==> src/rtl/priv_mtimer_pkg.sv <==
// Shared definitions for the machine-timer bank.
//   reg_idx_e  : word index of each register in the CSR-facing map
//   ctrl_t     : layout of the CTRL register (en in bit 0, latch_mode in bits 15:8)
//   helpers    : register count, compare-channel index lookup, parameter legality
package priv_mtimer_pkg;

  localparam int unsigned MAX_CMP = 8;

  typedef enum int unsigned {
    REG_TIME_LO  = 0,
    REG_TIME_HI  = 1,
    REG_PRESC    = 2,
    REG_CTRL     = 3,
    REG_IP       = 4,
    REG_CMP_BASE = 5
  } reg_idx_e;

  typedef struct packed {
    logic [15:0] rsvd_hi;
    logic [7:0]  latch_mode;
    logic [6:0]  rsvd_lo;
    logic        en;
  } ctrl_t;

  function automatic int unsigned num_regs(input int unsigned num_cmp);
    return 32'(REG_CMP_BASE) + 2 * num_cmp;
  endfunction

  function automatic int unsigned cmp_lo_idx(input int unsigned k);
    return 32'(REG_CMP_BASE) + 2 * k;
  endfunction

  function automatic int unsigned cmp_hi_idx(input int unsigned k);
    return 32'(REG_CMP_BASE) + 2 * k + 1;
  endfunction

  function automatic bit cfg_legal(input int unsigned cnt_w, input int unsigned num_cmp);
    return (cnt_w >= 32) && (cnt_w <= 64) && (num_cmp >= 1) && (num_cmp <= MAX_CMP);
  endfunction

endpackage

==> src/rtl/priv_mtimer_bank_if.sv <==
// Word-indexed register port between the CSR register file (master) and the
// timer bank (slave).
//   reg_idx   : register index, width covers 5 + 2*NUM_CMP registers
//   wen/ren   : one-cycle write / read strobes
//   wdata     : write data
//   rdata     : combinational read data for reg_idx
//   valid_idx : reg_idx maps to an implemented register
// Handshake: no back-pressure. A strobe is accepted in the cycle it is high;
// rdata/valid_idx are valid in the same cycle reg_idx is presented.
interface priv_mtimer_bank_if #(
  parameter int unsigned NUM_CMP = 2
);
  localparam int unsigned IDX_W = $clog2(5 + 2 * NUM_CMP);

  logic [IDX_W-1:0] reg_idx;
  logic             wen;
  logic             ren;
  logic [31:0]      wdata;
  logic [31:0]      rdata;
  logic             valid_idx;

  modport master (
    output reg_idx, wen, ren, wdata,
    input  rdata, valid_idx
  );

  modport slave (
    input  reg_idx, wen, ren, wdata,
    output rdata, valid_idx
  );
endinterface

==> src/rtl/priv_timer_prescaler.sv <==
// Prescaler for the machine timer.
//   CLK, nRST : clock, async active-low reset
//   en, halt  : counting runs only while en & ~halt
//   clear     : synchronous clear of the prescale count (has priority)
//   presc     : terminal value; a tick is issued when the count equals it
//   tick      : one-cycle pulse, advances the main counter
module priv_timer_prescaler #(
  parameter int unsigned PRESC_W = 8
) (
  input  logic               CLK,
  input  logic               nRST,
  input  logic               en,
  input  logic               halt,
  input  logic               clear,
  input  logic [PRESC_W-1:0] presc,
  output logic               tick
);
  logic [PRESC_W-1:0] presc_cnt;
  logic               run;

  assign run  = en & ~halt;
  // presc == 0 gives a tick every running cycle.
  assign tick = run & (presc_cnt == presc);

  always_ff @(posedge CLK or negedge nRST) begin
    if (!nRST) begin
      presc_cnt <= '0;
    end else if (clear || tick) begin
      presc_cnt <= '0;
    end else if (run) begin
      presc_cnt <= presc_cnt + PRESC_W'(1);
    end
  end
endmodule

==> src/rtl/priv_mtimer_bank.sv <==
// Machine-timer bank: free-running counter with prescaler and NUM_CMP
// compare channels, each raising its own interrupt.
//   CLK, nRST : clock, async active-low reset
//   bus       : CSR register port (slave side)
//   halt      : debug halt, freezes counter and prescaler
//   timer_irq : per-channel interrupt, registered
//   irq_any   : OR of timer_irq, registered
module priv_mtimer_bank
  import priv_mtimer_pkg::*;
#(
  parameter int unsigned CNT_WIDTH = 64,
  parameter int unsigned NUM_CMP   = 2,
  parameter int unsigned PRESC_W   = 8
) (
  input  logic                 CLK,
  input  logic                 nRST,
  priv_mtimer_bank_if.slave    bus,
  input  logic                 halt,
  output logic [NUM_CMP-1:0]   timer_irq,
  output logic                 irq_any
);

  if (!cfg_legal(CNT_WIDTH, NUM_CMP)) begin : g_cfg_check
    $error("priv_mtimer_bank: CNT_WIDTH must be 32..64 and NUM_CMP 1..8");
  end

  // High halves of time/compare only exist when the counter is wider than 32.
  localparam bit          HAS_HI     = (CNT_WIDTH > 32);
  localparam int unsigned NREGS      = num_regs(NUM_CMP);
  localparam logic [7:0]  LATCH_MASK = 8'((1 << NUM_CMP) - 1);

  logic [CNT_WIDTH-1:0] count;
  logic [63:0]          count_ext;
  logic [31:0]          hi_snap;
  logic [31:0]          cmp_shadow;
  logic [PRESC_W-1:0]   presc;
  ctrl_t                ctrl;
  logic [NUM_CMP-1:0]   ip;
  logic [CNT_WIDTH-1:0] cmp [NUM_CMP];

  logic [31:0]          idx;
  logic                 wr_time_lo, wr_time_hi, wr_time;
  logic                 wr_presc, wr_ctrl, wr_ip, wr_shadow, snap_en;
  logic [NUM_CMP-1:0]   cmp_commit;
  logic [63:0]          time_wr;
  logic [63:0]          cmp_wide;
  ctrl_t                ctrl_wr;
  logic                 en_n;
  logic [NUM_CMP-1:0]   hit, ip_n, irq_n;
  logic                 tick;

  assign count_ext = 64'(count);

  // Write/strobe decode.
  always_comb begin
    idx        = 32'(bus.reg_idx);
    wr_time_lo = bus.wen && (idx == REG_TIME_LO);
    wr_time_hi = bus.wen && (idx == REG_TIME_HI) && HAS_HI;
    wr_time    = wr_time_lo || wr_time_hi;
    wr_presc   = bus.wen && (idx == REG_PRESC);
    wr_ctrl    = bus.wen && (idx == REG_CTRL);
    wr_ip      = bus.wen && (idx == REG_IP);
    snap_en    = bus.ren && (idx == REG_TIME_LO);
    wr_shadow  = 1'b0;
    cmp_commit = '0;
    for (int k = 0; k < NUM_CMP; k++) begin
      if (HAS_HI) begin
        // LO only parks in the shadow; HI commits the full value at once.
        if (bus.wen && (idx == cmp_lo_idx(k))) wr_shadow = 1'b1;
        cmp_commit[k] = bus.wen && (idx == cmp_hi_idx(k));
      end else begin
        cmp_commit[k] = bus.wen && (idx == cmp_lo_idx(k));
      end
    end
  end

  always_comb begin
    time_wr = count_ext;
    if (wr_time_lo) time_wr[31:0]  = bus.wdata;
    if (wr_time_hi) time_wr[63:32] = bus.wdata;
    cmp_wide = HAS_HI ? {bus.wdata, cmp_shadow} : {32'h0, bus.wdata};
  end

  always_comb begin
    ctrl_wr            = '0;
    ctrl_wr.en         = bus.wdata[0];
    ctrl_wr.latch_mode = bus.wdata[15:8] & LATCH_MASK;
    en_n               = wr_ctrl ? ctrl_wr.en : ctrl.en;
  end

  // Interrupt pending: level channels follow hit; latched channels hold until
  // W1C or a compare commit, with a concurrent hit taking precedence.
  always_comb begin
    for (int k = 0; k < NUM_CMP; k++) begin
      hit[k] = (count >= cmp[k]);
      if (ctrl.latch_mode[k]) begin
        ip_n[k] = ip[k];
        if (cmp_commit[k] || (wr_ip && bus.wdata[k])) ip_n[k] = 1'b0;
        if (hit[k]) ip_n[k] = 1'b1;
      end else begin
        ip_n[k] = hit[k];
      end
    end
    irq_n = ip_n & {NUM_CMP{en_n}};
  end

  priv_timer_prescaler #(
    .PRESC_W (PRESC_W)
  ) u_presc (
    .CLK   (CLK),
    .nRST  (nRST),
    .en    (ctrl.en),
    .halt  (halt),
    .clear (wr_presc || wr_time),
    .presc (presc),
    .tick  (tick)
  );

  always_ff @(posedge CLK or negedge nRST) begin
    if (!nRST) begin
      count      <= '0;
      hi_snap    <= '0;
      cmp_shadow <= '0;
      presc      <= '0;
      ctrl       <= '0;
      ip         <= '0;
      timer_irq  <= '0;
      irq_any    <= 1'b0;
      for (int k = 0; k < NUM_CMP; k++) cmp[k] <= '1;
    end else begin
      // A software time write overrides a coincident tick.
      if (wr_time)    count <= time_wr[CNT_WIDTH-1:0];
      else if (tick)  count <= count + CNT_WIDTH'(1);
      if (snap_en)    hi_snap <= count_ext[63:32];
      if (wr_presc)   presc <= bus.wdata[PRESC_W-1:0];
      if (wr_ctrl)    ctrl <= ctrl_wr;
      if (wr_shadow)  cmp_shadow <= bus.wdata;
      for (int k = 0; k < NUM_CMP; k++) begin
        if (cmp_commit[k]) cmp[k] <= cmp_wide[CNT_WIDTH-1:0];
      end
      ip        <= ip_n;
      timer_irq <= irq_n;
      irq_any   <= |irq_n;
    end
  end

  // Read mux: always the pre-write view of the addressed register.
  always_comb begin
    logic [63:0] c64;
    c64           = '0;
    bus.rdata     = '0;
    bus.valid_idx = (idx < NREGS);
    if (idx == REG_TIME_LO)      bus.rdata = count_ext[31:0];
    else if (idx == REG_TIME_HI) bus.rdata = hi_snap;
    else if (idx == REG_PRESC)   bus.rdata = 32'(presc);
    else if (idx == REG_CTRL)    bus.rdata = ctrl;
    else if (idx == REG_IP)      bus.rdata = 32'(ip);
    else begin
      for (int k = 0; k < NUM_CMP; k++) begin
        c64 = 64'(cmp[k]);
        if (idx == cmp_lo_idx(k)) bus.rdata = c64[31:0];
        if (idx == cmp_hi_idx(k)) bus.rdata = c64[63:32];
      end
    end
  end

endmodule

==> src/flat_wrapper.sv <==
// flat-port wrapper written by rule: the top's interface ports become plain ports
module priv_mtimer_bank_flat import priv_mtimer_pkg::*;
#(
  parameter int unsigned CNT_WIDTH = 64,
  parameter int unsigned NUM_CMP   = 2,
  parameter int unsigned PRESC_W   = 8
)
  (CLK, nRST, halt, timer_irq, irq_any, bus_reg_idx, bus_wen, bus_ren, bus_wdata, bus_rdata, bus_valid_idx);
  priv_mtimer_bank_if #(.NUM_CMP(NUM_CMP)) bus_i ();
  input  logic CLK;
  input  logic nRST;
  input  logic halt;
  output logic [NUM_CMP-1:0] timer_irq;
  output logic irq_any;
  input wire logic [$bits(bus_i.reg_idx)-1:0] bus_reg_idx;
  input wire logic [$bits(bus_i.wen)-1:0] bus_wen;
  input wire logic [$bits(bus_i.ren)-1:0] bus_ren;
  input wire logic [$bits(bus_i.wdata)-1:0] bus_wdata;
  output wire logic [$bits(bus_i.rdata)-1:0] bus_rdata;
  output wire logic [$bits(bus_i.valid_idx)-1:0] bus_valid_idx;
  assign bus_i.reg_idx = bus_reg_idx;
  assign bus_i.wen = bus_wen;
  assign bus_i.ren = bus_ren;
  assign bus_i.wdata = bus_wdata;
  assign bus_rdata = bus_i.rdata;
  assign bus_valid_idx = bus_i.valid_idx;
  priv_mtimer_bank #(.CNT_WIDTH(CNT_WIDTH), .NUM_CMP(NUM_CMP), .PRESC_W(PRESC_W)) u_core (.CLK(CLK), .nRST(nRST), .bus(bus_i), .halt(halt), .timer_irq(timer_irq), .irq_any(irq_any));
endmodule
==> config.mk <==
export PLATFORM = sky130hd
export DESIGN_NAME = priv_mtimer_bank_flat
export DESIGN_NICKNAME = d
export VERILOG_FILES = /design/src/rtl/priv_mtimer_pkg.sv /design/src/rtl/priv_mtimer_bank_if.sv /design/src/rtl/priv_timer_prescaler.sv /design/src/rtl/priv_mtimer_bank.sv /design/src/flat_wrapper.sv
export SDC_FILE = /design/constraint.sdc
export NUM_CORES = 1
export LEC_CHECK = 0
export BUFFER_PORTS_ARGS = -buffer_cell sky130_fd_sc_hd__buf_2
export CELL_PAD_IN_SITES_DETAIL_PLACEMENT = 1
export CELL_PAD_IN_SITES_GLOBAL_PLACEMENT = 2
export CORE_MARGIN = 8
export CORE_UTILIZATION = 41
export DETAILED_ROUTE_END_ITERATION = 12
export GPL_TIMING_DRIVEN = 0
export HOLD_SLACK_MARGIN = 0.15
export PLACE_DENSITY = 0.84
export SYNTH_ARGS = -nofsm -noshare
export SYNTH_HDL_FRONTEND = slang
export SYNTH_SLANG_ARGS = --single-unit
==> constraint.sdc <==
create_clock -name CLK -period 3.6 [get_ports CLK]
set_clock_uncertainty 0.05 [all_clocks]
set_input_delay 0.54 -clock CLK [delete_from_list [all_inputs] [get_ports CLK]]
set_output_delay 0.54 -clock CLK [all_outputs]
set_load 0.01 [all_outputs]
==> run metrics, run 1 <==
Initial Utilization=0.413; Crit. End Element=primary output; max-cap violation count=0; Clk Latency, worst-skew pair=0.56 ns; top cell type's share of synthesized area=0.227; R2R depth=9; initial antenna violation count=1; final hold vios=0; FILL cells=approximately 4600; vias in the first global route=15600; Final #Nets=1973; CTS tree=built; core area=around 40000 um2; Seq/Total Area, Yosys=0.427; Synth async-reset ratio=1.00; critical path buffer and inverter count=6; number of synthesized register bits=between 200 and 300; Chip Width=~220 um; CP peak stage delay=0.44 ns; CP dominant cell by count=buf_2; Final WS setup=roughly 0.096 ns; Critical Path Start Type=input port; status=finished, final reports clean; worst-case clock buffer depth=3; global-route wire length before repair=97.3 mm; pre-CTS WS=-0.664 ns; Cell Area, Placed=17900 um2; first-pass detailed-route iteration total=5; Sink Count=280; Avg WL per Cell=about 27 um; RR Endpoint=u_core.irq_any; Crit Path Category=input port to primary output; Hold WC Path Type=input port to flop; DP Wirelength=47.8 mm; CP delay by family, top=buffers and inverters; drt drc=0; I/O pin cnt=77; Post-synth EDFFs=0; Mapped Cells=~1700; clk root buf=clkbuf_16; commonest cells in the netlist=198 x mux2_2, 152 x dfrtp_1, 144 x inv_1; placed insts=around 2300; Vert. Die Dim=218 um; Yosys top cell by area=dfrtp_1; worst endpoint required time=3.01 ns; post-route ant nets=0; Cell Chain, Critical Path=buf_2 -> clkbuf_1 -> buf_2 -> clkbuf_2 -> clkbuf_2 -> a22oi_1 -> o21ai_0 -> buf_2; WHS=0.239 ns; Leakage Power=8.50 nW; RSZ-0062 raised after global routing=false; Vias=14400; GR Overflow Total=0; Tcrit/Tclk final=0.973; post-synth cell types=65; multi-input gate area in the final layout=8820 um2; worst hold start=bus_wdata[17]; Worst Tran Pin Value=1.21 ns; drt total wl=64.0 mm; Clk pin slew, worst setup/hold paths=0.05 ns; Iter 0 DRT Violations=1093; DR vias/cell=6.11; GR Util All Layers=0.267; min cycle time layout=3.50 ns; CP max FO=10; fmax=285 MHz; Syn Area/Cell=approximately 10 um2; largest net degree at the start of global routing=109; Synth Flop Type=dfrtp_1; setup TNS=0 ns; Hold Path End=u_core.cmp_shadow[17]; layout cells sized above 1=0.272; R2R Setup Slk=0.15 ns; routability congestion estimate=around 0.91; H-tree depth=2; row count=74; CP Data Arrival Time=2.91 ns; full die area=about 48000 um2; fin. max-slew vios=0; normalized max-slew margin=0.193; Area Growth Syn to Fin=14.9%; CTS buffer count=37; maximum vdd drop=0.000382 V; Buffers on Ports=75; syn_nets=around 1900; Area contributors post-synth=dfrtp_1 23%, dfstp_2 20%, mux2_2 13%, ha_1 9.7%, a21oi_1 4.0%; FF+latch area=7170 um2; final setup vio count=0; final non-filler cell total=2363; Final Cell Area=19300 um2; reg2reg start=u_core.cmp[109]; Min-Delay Path Depth=2; synth warn=0; CP max stage cell=clkbuf_2; most frequent cell after synthesis=mux2_2; Power Density=about 630 nW/um2; synthesized area=16800 um2
-- worst reg2reg max path, delay by kind of cell (launching register included) --
family          cells  cell delay [ns]
buf+inv             1             0.07
fa+ha+maj           1             0.31
simple gates        3             1.72
flops               1             0.52
compound gates      4             0.69
-- cell usage in the layout (no fill, tap or decap), drive strengths merged, types with 7 or more instances in the layout --
cell,instances
a211oi,9
a21o,16
a21oi,135
a222oi,22
a22oi,31
a2bb2oi,7
a31oi,19
and2,8
and3,11
buf,82
clkbuf,134
dfrtp,152
dfstp,128
ha,130
inv,145
mux2,198
nand2,111
nand2b,7
nand3,48
nand4,35
nor2,91
nor2b,15
nor3,14
nor4,13
o21ai,116
o22a,22
o22ai,33
xnor2,9
-- where the power goes --
part	internal (mW)	leakage [nW]	switching (mW)
sequential	4.17	3.31	0.781
combinational	1.42	4.55	1.85
clock	2.48	0.639	1.50
-- layer usage --
layer / vias up / routed length, um / track usage
li1: 6407 / - / -
met3: 162 / 3200 / 0.0442
met1: 7421 / 27100 / 0.337
met2: 451 / 30600 / 0.444
met5: - / 0 / 0
met4: 0 / 3090 / 0.126
-- worst max path at each step --
stage                               start                    end  slack (ns)  depth (start not counted)
final                      bus_reg_idx[1]          bus_rdata[25]         0.1                          8
after global routing       bus_reg_idx[3]          bus_rdata[21]       0.006                          8
after CTS                 u_core.count[1]       u_core.count[60]        0.02                          8
after detailed placement   bus_reg_idx[3]       u_core.count[38]       -0.66                          7
after global placement               nRST  u_core.cmp_shadow[23]       -3.39                          1
after floorplan            bus_reg_idx[1]          bus_rdata[21]        0.88                          6
-- final cells by class --
type                            count  area share
Multi-Input combinational cell   1178       0.458
Sequential cell                   280       0.372
Clock buffer                       57      0.0593
Tap cell                          532      0.0345
Inverter                          144      0.0280
Timing Repair Buffer               78      0.0234
Buffer                             83      0.0173
Clock inverter                     10     0.00830
Antenna cell                        1    0.000130
-- stage by stage --
| step | power, mW | util |
|---|---|---|
| 5_1_grt | 12.8 | 0.474 |
| 3_5_place_dp | 8.19 | 0.440 |
| 3_3_place_gp | 7.97 | 0.438 |
| 6_report | 12.2 | 0.475 |
| 4_1_cts | 12.2 | 0.474 |
| 2_1_floorplan | 6.84 | - |
-- timing repair --
action | in CTS | in global routing
setup buffers | 0 | 0
endpoints found under the setup margin | 59 | 20
hold buffers | 1 | 0
hold endpoints to repair | 37 | 0
resized for setup | 17 | 9
-- sequential cells by signal, summed over array words and instances, names as in the netlist --
register                  flops
u_core.cmp                  128
u_core.count                 64
u_core.cmp_shadow            32
u_core.hi_snap               32
u_core.presc                  8
u_core.u_presc.presc_cnt      8
u_core.ctrl                   3
u_core.ip                     2
u_core.timer_irq              2
u_core.irq_any                1
-- cells by family after synthesis --
logic type / count (synthesis) / synth area share
AO/OA/AOI/OAI: 453 / 0.169
XOR/XNOR: 15 / 0.00783
adder cells (fa/ha/maj): 130 / 0.0969
buffers and inverters: 228 / 0.0511
flip-flops: 280 / 0.427
multiplexers: 206 / 0.139
AND/OR/NAND/NOR: 374 / 0.108
(Power assumes the default switching activity.)
==> inputs of run 2 (changes only) <==
==> constraint.sdc (replaced) <==
create_clock -name CLK -period 3.6 [get_ports CLK]
set_clock_uncertainty 0.05 [all_clocks]
set_input_delay 0.72 -clock CLK [delete_from_list [all_inputs] [get_ports CLK]]
set_output_delay 0.72 -clock CLK [all_outputs]
set_load 0.01 [all_outputs]
==> run metrics, run 2 (synthesis results as in run 1) <==
GR Overflow Total=0 (unchanged); R2R Setup Slk=0.17 ns (was 0.15 ns); Critical Path Start Type=input port (unchanged); final setup vio count=0 (unchanged); normalized max-slew margin=0.294 (was 0.193); fmax=279 MHz (was 285 MHz); Min-Delay Path Depth=2 (unchanged); Initial Utilization=0.413 (unchanged); min cycle time layout=3.58 ns (was 3.50 ns); Worst Tran Pin Value=1.05 ns (was 1.21 ns); Post-CTS Setup Bufs=0 (unchanged); Hold Path End=u_core.cmp_shadow[17] (unchanged); most common cell after layout, fill and taps aside=mux2_2 (unchanged); CP Data Arrival Time=2.81 ns (was 2.91 ns); most frequent cells in the layout=198 x mux2_2, 152 x dfrtp_1, 144 x inv_1 (unchanged); worst hold start=bus_wdata[17] (unchanged); full die area=47700 um2 (unchanged); Clk Latency, worst-skew pair=0.56 ns (about the same); Iter 0 DRT Violations=1193 (was 1093); Crit. End Element=primary output (unchanged); Leakage Power=8.54 nW (was 8.50 nW); Crit Path Category=input port to primary output (unchanged); post-route ant nets=0 (unchanged); row count=74 (unchanged); layout cells sized above 1=0.279 (was 0.272); Chip Width=218 um (unchanged); number of flip-flops in the largest register=128 (unchanged); Final WS setup=0.0162 ns (was 0.0958 ns); H-tree depth=2 (unchanged); reg2reg start=u_core.count[1] (was u_core.cmp[109]); clk root buf=clkbuf_16 (unchanged); final non-filler cell total=2363 (unchanged); drt drc=0 (unchanged); status=finished, final reports clean (unchanged); worst-case clock buffer depth=3 (unchanged); WHS=0.417 ns (was 0.239 ns); Hold WC Path Type=input port to flop (unchanged); routability congestion estimate=0.906 (unchanged); CP max FO=10 (unchanged); max-cap violation count=0 (unchanged); placed insts=2295 (unchanged); most flop-heavy register=u_core.cmp (unchanged); RR Endpoint=u_core.count[60] (was u_core.irq_any); initial antenna violation count=1 (unchanged); Power Density=631 nW/um2 (was 632 nW/um2); CTS buffer count=37 (unchanged); Vert. Die Dim=218 um (unchanged); R2R depth=8 (was 9); Area Growth Syn to Fin=15.2% (was 14.9%); core area=40600 um2 (unchanged); GR Util All Layers=0.268 (was 0.267); drt total wl=64.0 mm (about the same); Vias=14500 (was 14400); DP Wirelength=47.8 mm (unchanged); fin. max-slew vios=0 (unchanged); maximum vdd drop=0.000382 V (about the same); Sink Count=280 (unchanged); Power Total=12.2 mW (about the same); vias in the first global route=15600 (about the same); pre-CTS WS=-0.919 ns (was -0.664 ns); Tcrit/Tclk final=0.996 (was 0.973); I/O pin cnt=77 (unchanged); DR vias/cell=6.14 (was 6.11); global-route wire length before repair=97.3 mm (about the same); largest registers=u_core.cmp: 128 flops, u_core.count: 64 flops (unchanged); CTS tree=built (unchanged); first-pass detailed-route iteration total=5 (unchanged); final hold vios=0 (unchanged); largest net degree at the start of global routing=109 (unchanged); worst endpoint required time=2.83 ns (was 3.01 ns); final core occ=0.475 (about the same); RSZ-0062 raised after global routing=false (unchanged); Avg WL per Cell=27.1 um (about the same); Clk pin slew, worst setup/hold paths=0.05 ns (about the same); Buffers on Ports=75 (unchanged); Final #Nets=1973 (unchanged)
## run 2: critical path, cell delays in order
cell and delay [ns]:
buf_2 0.11, clkbuf_2 0.27, buf_2 0.36, clkbuf_4 0.37, clkbuf_2 0.36, a22oi_1 0.12
o21ai_0 0.27, buf_2 0.20
## run 2: repair_timing
item	CTS	global route
pin swaps	0	0
hold endpoints to repair	37	0
setup endpoints to repair	60	36
gates resized for setup	34	10
hold buffers	1	0
## run 2: power by group
group          internal [mW]  total, mW  switching, mW
Sequential              4.17       4.95          0.781
Clock                   2.48       3.98           1.50
Combinational           1.43       3.28           1.85
Total                   8.07       12.2           4.14
## run 2: how the worst max path moves through the flow
stage | from | endpoint | slack, ns
final | bus_reg_idx[1] | bus_rdata[25] | 0.02
after global routing | bus_reg_idx[0] | bus_rdata[1] | 0.005
after CTS | bus_reg_idx[3] | bus_rdata[16] | -0.03
after detailed placement | bus_reg_idx[1] | bus_rdata[25] | -0.92
after global placement | nRST | u_core.cmp_shadow[23] | -3.57
after floorplan | bus_reg_idx[1] | bus_rdata[21] | 0.52
## run 2: cell type report
cell class              instances  area, um2
diodes                          1       2.50
plain buffers                  83        354
clock buffers                  57       1140
clock inverters                10        160
fillers                      4565      21300
inverters                     144        541
multi-input cells            1178       8840
flip-flops and latches        280       7170
well taps                     532        666
repair buffers                 78        450
## run 2: stage by stage
stage               TNS [ns]  area, um2
finish                     0      19300
global route               0      19300
CTS                  -0.0308      19300
detailed placement    -62.40      17900
global placement     -817.33      17800
floorplan                  0      16800
## run 2: routing by layer
layer  global-route usage  part of all wire  vias up
met5                    0                 0        -
met2                0.445              0.48      457
met1                0.337              0.42     7485
li1                     -                 -     6407
met3               0.0442             0.052      156
met4                0.126             0.046        0
==> inputs of run 3 (changes only) <==
--- a/config.mk
+++ b/config.mk
@@ -5,15 +5,15 @@
 export SDC_FILE = /design/constraint.sdc
 export NUM_CORES = 1
 export LEC_CHECK = 0
-export BUFFER_PORTS_ARGS = -buffer_cell sky130_fd_sc_hd__buf_2
 export CELL_PAD_IN_SITES_DETAIL_PLACEMENT = 1
 export CELL_PAD_IN_SITES_GLOBAL_PLACEMENT = 2
 export CORE_MARGIN = 8
-export CORE_UTILIZATION = 41
+export CORE_UTILIZATION = 42
 export DETAILED_ROUTE_END_ITERATION = 12
+export DONT_BUFFER_PORTS = 1
 export GPL_TIMING_DRIVEN = 0
 export HOLD_SLACK_MARGIN = 0.15
-export PLACE_DENSITY = 0.84
+export PLACE_DENSITY = 0.83
 export SYNTH_ARGS = -nofsm -noshare
 export SYNTH_HDL_FRONTEND = slang
 export SYNTH_SLANG_ARGS = --single-unit
==> run metrics, run 3 (synthesis results as in run 1) <==
status=complete, but fails checks (was finished, final reports clean); violated checks=negative hold slack; Final Cell Area=18800 um2 (was 19300 um2); layout cells sized above 1=0.245 (was 0.279); most common cell after layout, fill and taps aside=mux2_2 (unchanged); min cycle time layout=3.56 ns (was 3.58 ns); Initial Utilization=0.424 (was 0.413); Vias=14200 (was 14500); Power Total=11.8 mW (was 12.2 mW); core area=39500 um2 (was 40600 um2); Critical Path Start Type=input port (unchanged); final hold vios=152 (was 0); initial antenna violation count=1 (unchanged); final core occ=0.474 (was 0.475); Hold WC Path Type=input port to async pin (was input port to flop); fmax=281 MHz (was 279 MHz); clk root buf=clkbuf_16 (unchanged); worst endpoint required time=2.83 ns (about the same); number of flip-flops in the largest register=128 (unchanged); Chip Width=216 um (was 218 um); R2R depth=9 (was 8); most frequent cells in the layout=198 x mux2_2, 152 x dfrtp_1, 144 x inv_1 (unchanged); GR Util All Layers=0.271 (was 0.268); routability congestion estimate=0.911 (was 0.906); Worst Tran Pin Value=1.13 ns (was 1.05 ns); largest net degree at the start of global routing=281 (was 109); maximum vdd drop=0.000369 V (was 0.000382 V); final setup vio count=0 (unchanged); CTS buffer count=35 (was 37); drt drc=0 (unchanged); reg2reg start=u_core.cmp[9] (was u_core.count[1]); drt total wl=63.9 mm (was 64.0 mm); normalized max-slew margin=0.239 (was 0.294); Clk pin slew, worst setup/hold paths=0.06 ns (was 0.05 ns); Cell Area, Placed=17400 um2 (was 17900 um2); FILL cells=4392 (was 4565); GR Overflow Total=0 (unchanged); Post-CTS Setup Bufs=0 (unchanged); CTS tree=built (unchanged); Avg WL per Cell=28.1 um (was 27.1 um); I/O pin cnt=77 (unchanged); Crit Path Category=input port to primary output (unchanged); CP max FO=10 (unchanged); Vert. Die Dim=216 um (was 218 um); Tcrit/Tclk final=0.989 (was 0.996); Area Growth Syn to Fin=11.7% (was 15.2%); CP startpoint=bus_reg_idx[0] (was bus_reg_idx[1]); post-route ant nets=0 (unchanged); Clk Latency, worst-skew pair=0.55 ns (was 0.56 ns); Leakage Power=8.12 nW (was 8.54 nW); worst-case clock buffer depth=3 (unchanged); Power Density=628 nW/um2 (was 631 nW/um2); FF+latch area=7170 um2 (unchanged); fin. max-slew vios=0 (unchanged); R2R Setup Slk=0.16 ns (was 0.17 ns); row count=73 (was 74); Iter 0 DRT Violations=1275 (was 1193); largest registers=u_core.cmp: 128 flops, u_core.count: 64 flops (unchanged); most flop-heavy register=u_core.cmp (unchanged); H-tree depth=2 (unchanged); DR vias/cell=6.26 (was 6.14); Buffers on Ports=0 (was 75); RR Endpoint=u_core.irq_any (was u_core.count[60]); CP endpoint=bus_rdata[1] (was bus_rdata[25]); Crit. End Element=primary output (unchanged); global-route wire length before repair=96.7 mm (was 97.3 mm); vias in the first global route=15200 (was 15600); Sink Count=280 (unchanged); Final #Nets=1894 (was 1973); CP Data Arrival Time=2.79 ns (was 2.81 ns); WHS=-0.171 ns (was 0.417 ns); multi-input gate area in the final layout=8830 um2 (was 8840 um2); max-cap violation count=0 (unchanged); DP Wirelength=46.3 mm (was 47.8 mm); first-pass detailed-route iteration total=5 (unchanged); full die area=46600 um2 (was 47700 um2)
## run 3: how the worst min path moves through the flow
stage	slack (ns)	cells after the start	from	end
after floorplan	0.37	0	nRST	u_core.cmp_shadow[0]
after global placement	0.40	0	nRST	u_core.cmp_shadow[6]
after detailed placement	0.40	0	nRST	u_core.cmp_shadow[7]
after CTS	-0.19	0	nRST	u_core.cmp_shadow[6]
after global routing	-0.19	0	nRST	u_core.cmp_shadow[9]
final	-0.17	0	nRST	u_core.cmp_shadow[7]
## run 3: layout make-up
| cell class | count | share of cell area |
|---|---|---|
| Antenna cell | 1 | 0.000133 |
| Buffer | 84 | 0.0187 |
| Clock buffer | 53 | 0.0574 |
| Clock inverter | 10 | 0.00667 |
| Inverter | 144 | 0.0288 |
| Multi-Input combinational cell | 1178 | 0.471 |
| Sequential cell | 280 | 0.382 |
| Tap cell | 525 | 0.0350 |
## run 3: layer usage
layer / global-route usage / vias up / wire length [um]
li1: - / 6249 / -
met1: 0.343 / 7402 / 27000
met2: 0.448 / 448 / 30500
met3: 0.0369 / 148 / 3240
met4: 0.138 / 0 / 3100
met5: 0 / - / 0
## run 3: per-stage QoR
| stage | instances | TNS (ns) | setup slack, ns |
|---|---|---|---|
| finish | 2275 | 0 | 0.0409 |
| global route | 2275 | -0.000977 | -0.000977 |
| CTS | 2274 | 0 | 0.00891 |
| detailed placement | 2211 | -44.41 | -0.805 |
| global placement | 2211 | -43.43 | -0.732 |
| floorplan | 1686 | 0 | 0.524 |
## run 3: critical path: stages
cell,delay (ns)
clkbuf_2,0.23
clkbuf_2,0.33
clkbuf_2,0.36
o41ai_1,0.54
o21ai_0,0.24
nor3_2,0.33
## run 3: where the power goes
| part | switching, mW | internal (mW) |
|---|---|---|
| sequential | 0.789 | 4.16 |
| combinational | 1.71 | 1.37 |
| clock | 1.47 | 2.28 |
## run 3: repair_timing
item / 4_1_cts / 5_1_grt
endpoints found under the setup margin: 60 / 43
hold endpoints to repair: 280 / 223
resized for setup: 32 / 10
